File: src/rtl/sram_req_ctrl.sv
// rtl/sram_req_ctrl.sv - valid/ready request front end for a 32x128 single-port SRAM macro
//
// Purpose:
//   Turns a valid/ready request channel into single-port SRAM macro accesses.
//   Read data returns in request order on a valid/ready response channel.
//   A small response FIFO buffers read data while the consumer applies backpressure.
//   Every read reserves its FIFO slot when it is accepted, so read data is never dropped.
//
// Ports:
//   clock, reset            clock; asynchronous active-low reset
//   io_req_*                request channel (valid/ready, write, addr, wdata)
//   io_resp_*               response channel (valid/ready, rdata)
//   io_sram_*               macro pins (clk0, csb0, web0, addr0, din0 driven; dout0 sampled)

module sram_req_ctrl #(
  parameter int ADDR_W     = 7,
  parameter int DATA_W     = 32,
  parameter int RESP_DEPTH = 4
) (
  input  logic              clock,
  input  logic              reset,

  input  logic              io_req_valid,
  output logic              io_req_ready,
  input  logic              io_req_write,
  input  logic [ADDR_W-1:0] io_req_addr,
  input  logic [DATA_W-1:0] io_req_wdata,

  output logic              io_resp_valid,
  input  logic              io_resp_ready,
  output logic [DATA_W-1:0] io_resp_rdata,

  output logic              io_sram_clk0,
  output logic              io_sram_csb0,
  output logic              io_sram_web0,
  output logic [ADDR_W-1:0] io_sram_addr0,
  output logic [DATA_W-1:0] io_sram_din0,
  input  logic [DATA_W-1:0] io_sram_dout0
);

  localparam int PTR_W = $clog2(RESP_DEPTH);
  localparam int CNT_W = PTR_W + 1;

  logic [DATA_W-1:0] fifo_mem [RESP_DEPTH];
  logic [PTR_W-1:0]  wr_ptr;
  logic [PTR_W-1:0]  rd_ptr;
  logic [CNT_W-1:0]  count;
  logic              rd_pending;

  logic              fire;
  logic              push;
  logic              pop;
  logic [CNT_W:0]    occupancy;

  // A read in flight in the macro counts against FIFO space, so
  // acceptance never outruns the slots available for its data.
  assign occupancy    = {1'b0, count} + {{CNT_W{1'b0}}, rd_pending};
  assign io_req_ready = reset & (occupancy < (CNT_W+1)'(RESP_DEPTH));

  assign fire = io_req_valid & io_req_ready;
  assign push = rd_pending;
  assign pop  = io_resp_valid & io_resp_ready;

  // The macro is driven straight from the accepted request. Address and
  // data pass through even when the macro is deselected.
  assign io_sram_clk0  = clock;
  assign io_sram_csb0  = ~fire;
  assign io_sram_web0  = ~(fire & io_req_write);
  assign io_sram_addr0 = io_req_addr;
  assign io_sram_din0  = io_req_wdata;

  assign io_resp_valid = (count != '0);
  assign io_resp_rdata = fifo_mem[rd_ptr];

  always_ff @(posedge clock or negedge reset) begin
    if (!reset) begin
      rd_pending <= 1'b0;
      wr_ptr     <= '0;
      rd_ptr     <= '0;
      count      <= '0;
      for (int i = 0; i < RESP_DEPTH; i++) begin
        fifo_mem[i] <= '0;
      end
    end else begin
      // dout0 is valid during the cycle after a read fires.
      // The data is captured at the edge that closes that cycle.
      rd_pending <= fire & ~io_req_write;

      if (push) begin
        fifo_mem[wr_ptr] <= io_sram_dout0;
        wr_ptr           <= wr_ptr + PTR_W'(1);
      end
      if (pop) begin
        rd_ptr <= rd_ptr + PTR_W'(1);
      end

      case ({push, pop})
        2'b10:   count <= count + CNT_W'(1);
        2'b01:   count <= count - CNT_W'(1);
        default: count <= count;
      endcase
    end
  end

endmodule

File: config.mk
export PLATFORM = sky130hd
export DESIGN_NAME = sram_req_ctrl
export DESIGN_NICKNAME = d
export VERILOG_FILES = /design/src/rtl/sram_req_ctrl.sv
export SDC_FILE = /design/constraint.sdc
export NUM_CORES = 1
export LEC_CHECK = 0
export ABC_AREA = 1
export BUFFER_PORTS_ARGS = -buffer_cell sky130_fd_sc_hd__buf_2
export CORE_MARGIN = 2
export CORE_UTILIZATION = 25
export CTS_BUF_LIST = sky130_fd_sc_hd__clkbuf_16
export CTS_CLUSTER_DIAMETER = 40
export DETAILED_ROUTE_END_ITERATION = 10
export GPL_TIMING_DRIVEN = 0
export PLACE_DENSITY_LB_ADDON = 0.1
export SLEW_MARGIN = 40
export SYNTH_ARGS = -nofsm -noshare
export SYNTH_HDL_FRONTEND = slang
export SYNTH_SLANG_ARGS = --single-unit
File: constraint.sdc
create_clock -name clock -period 1.8 [get_ports clock]
set_input_delay 0.36 -clock clock [delete_from_list [all_inputs] [get_ports clock]]
set_output_delay 0.36 -clock clock [all_outputs]
set_load 0.05 [all_outputs]
==> run metrics <==
status=finished with violations; failing checks=setup timing; fin crit share=1.20; Max Transition Viols Final=0; RSZ-0062 raised after global routing=yes; DRT iter0 DRCs=294; Die Ht=168 um; DIE WIDTH=168 um; Post-synth ARST share=1.00; total leakage power=4.69 nW; Sw Ratio=0.447; GPL Wtd Cong=0.700; Data required, critical path=1.44 ns; Area Overhead vs Synth=32.0%; top-count cell post-synth=nand2_1; Yosys top cell area share=0.508; IO Count=152; post-synthesis register bit count=136; final setup margin=-0.367 ns; hpwl dp=13500 um; Clock Power Share=0.186; total track usage=0.152; CTS clk-pin slew, worst paths=0.06 ns; number of synthesized flops with an enable pin=0; Final ANT Viol Nets=0; Core Region=26200 sq um; switching power=8.46 mW; Ant. Diodes=0; Worst Path Arrival=1.81 ns; Routed WL=20700 um; min cycle time layout=2.17 ns; Net Count, Synth=869; Synth Flop Type=dfrtp_1; syn_area_per_cell=8.51 sq um; DR WL/cell=16.1 um; first-pass iteration count of the detailed router=4; pwr/cell area=2140 nW/um^2; Peak VDD IR=0.00137 V; CTS tree=done; TNS Setup=-9.78 ns; Worst setup SP type=register; Synth area leaders=dfrtp_1 (51%), nand2_1 (13%), o21ai_1 (9.6%); f_max=462 MHz; Clock Skew=0.00606 ns; post-synth cell types=19; first-pass GRT wire length=32200 um; register area share after synthesis=0.508; logic gate share of total power=0.530; initial antenna violation count=0; Initial Util=0.256; Syn Std Cell Area=6700 sq um; placed cell areas=7760 sq um; global route total overflow=0; Core Util, Final=0.337; vias in the first global route=5525; DR vias=5556; layout cells sized above 1=0.281; sequential power share=0.284; Die ar.=28100 sq um; Yosys warning count=0; Slew headroom=0.686; P_int=10.5 mW; max-cap violations=0; WS Path Type=reg2out; clock latency on the worst-skew pair=0.53 ns; Final Hold Vio Count=0; crit-path max FO=10; Non-Filler Cell Area, Final=8840 sq um; Port Buffer Count=112; final net count=1018; endpoints failing setup=32; DR DRC count=0; pin count of the biggest net entering global routing=62; Post-Syn Instances=787; Core Rows=59; Synth area leader=dfrtp_1; drt via density=4.33; Cells after DPL=1236; Crit. End Element=primary output; Tightest Hold Check Type=in2reg; fin cells=1283; Post-synth top cells=nand2_1 (238), dfrtp_1 (136), o21ai_1 (128); Tightest Pin Transition=0.471 ns
area by class of cell:
| type | instances | area, sq um |
|---|---|---|
| plain buffers | 85 | 749 |
| clock buffers | 21 | 512 |
| clock inverters | 14 | 70.1 |
| fillers | 2818 | 17400 |
| inverters | 111 | 422 |
| multi-input cells | 454 | 2290 |
| flip-flops and latches | 136 | 3400 |
| well taps | 335 | 419 |
| repair buffers | 127 | 971 |
placed cells by master, fill, tap and decap left out, types with 2 or more instances in the layout:
cell / Yosys / routed
nand3_4: 0 / 2
buf_16: 0 / 2
buf_2: 16 / 85
inv_1: 109 / 104
nand2_4: 4 / 5
inv_2: 2 / 7
ha_1: 5 / 4
nand2_2: 0 / 6
nand3_2: 0 / 2
buf_4: 54 / 69
o21ai_0: 2 / 2
clkbuf_16: 0 / 21
nand3_1: 7 / 3
dfrtp_1: 136 / 136
nand2_1: 238 / 231
buf_12: 0 / 7
o21ai_1: 128 / 128
dlygate4sd3_1: 0 / 2
clkinv_1: 0 / 4
clkinvlp_4: 0 / 3
buf_8: 0 / 5
o211ai_1: 64 / 64
clkinv_2: 0 / 5
buf_6: 15 / 42
inv_4: 0 / 2
registers in the layout, indices dropped and copies added (netlist names):
| register | count |
|---|---|
| fifo_mem | 128 |
| count | 3 |
| rd_ptr | 2 |
| wr_ptr | 2 |
| push | 1 |
critical path, cell delays in order, from the launching register on:
cell,delay [ns]
dfrtp_1,0.39
inv_4,0.07
clkbuf_16,0.17
buf_12,0.14
o211ai_1,0.24
nand2_1,0.11
buf_6,0.16
worst paths after layout:
| check | start | slack, ns | cells after the start | end |
|---|---|---|---|---|
| min in group asynchronous | reset | 0.41 | 3 | fifo_mem[56] |
| worst max register to register | count[1] | 0.10 | 8 | count[1] |
| max in group asynchronous | reset | 0.36 | 5 | fifo_mem[75] |
| worst max-delay path | rd_ptr[0] | -0.37 | 6 | io_resp_rdata[11] |
| worst min-delay path | io_req_valid | 0.12 | 3 | push |
| worst min register to register | fifo_mem[106] | 0.48 | 2 | fifo_mem[106] |
logic make-up (layout without fill, tap and decap cells):
family          Yosys count  count (layout)  share of synthesized area
fa+ha+maj                 6               6                     0.0123
xor+xnor                  2               2                    0.00262
buf+inv                 197             358                      0.161
flops                   136             136                      0.508
compound gates          194             194                      0.169
simple gates            252             252                      0.147
through the flow:
stage | hold slack (ns) | power (mW) | setup slack [ns]
after detailed placement | 0.198 | 14.1 | -0.127
after floorplan | 0.0644 | 11.9 | 0.0478
after CTS | 0.101 | 18.9 | -0.360
final | 0.122 | 18.9 | -0.367
after global placement | 0.472 | 14.1 | -2.27
after global routing | 0.134 | 20.3 | -0.438
power groups by stage:
stage,logic (mW),clock network [mW],registers [mW]
after floorplan,6.58,0.120,5.22
after global placement,8.57,0.136,5.38
after detailed placement,8.61,0.136,5.40
after CTS,9.94,3.63,5.36
after global routing,11.0,3.75,5.58
final,10.0,3.52,5.38
metal layers:
layer | vias up | GRT usage | wire [um]
met3 | 13 | 0.0279 | 946
met4 | 0 | 0.0435 | 198
met2 | 146 | 0.251 | 9780
met5 | - | 0 | 0
met1 | 2633 | 0.204 | 9780
li1 | 2764 | - | -
timing repair:
action                                 4_1_cts  5_1_grt
cloned                                       0        1
setup buffers                                3        7
pin swaps                                    7       17
resized for setup                          107       21
setup endpoints to repair                   39       37
hold buffers                                 2        1
endpoints found under the hold margin       77       16
No activity file was read; power rests on OpenSTA's default activity.
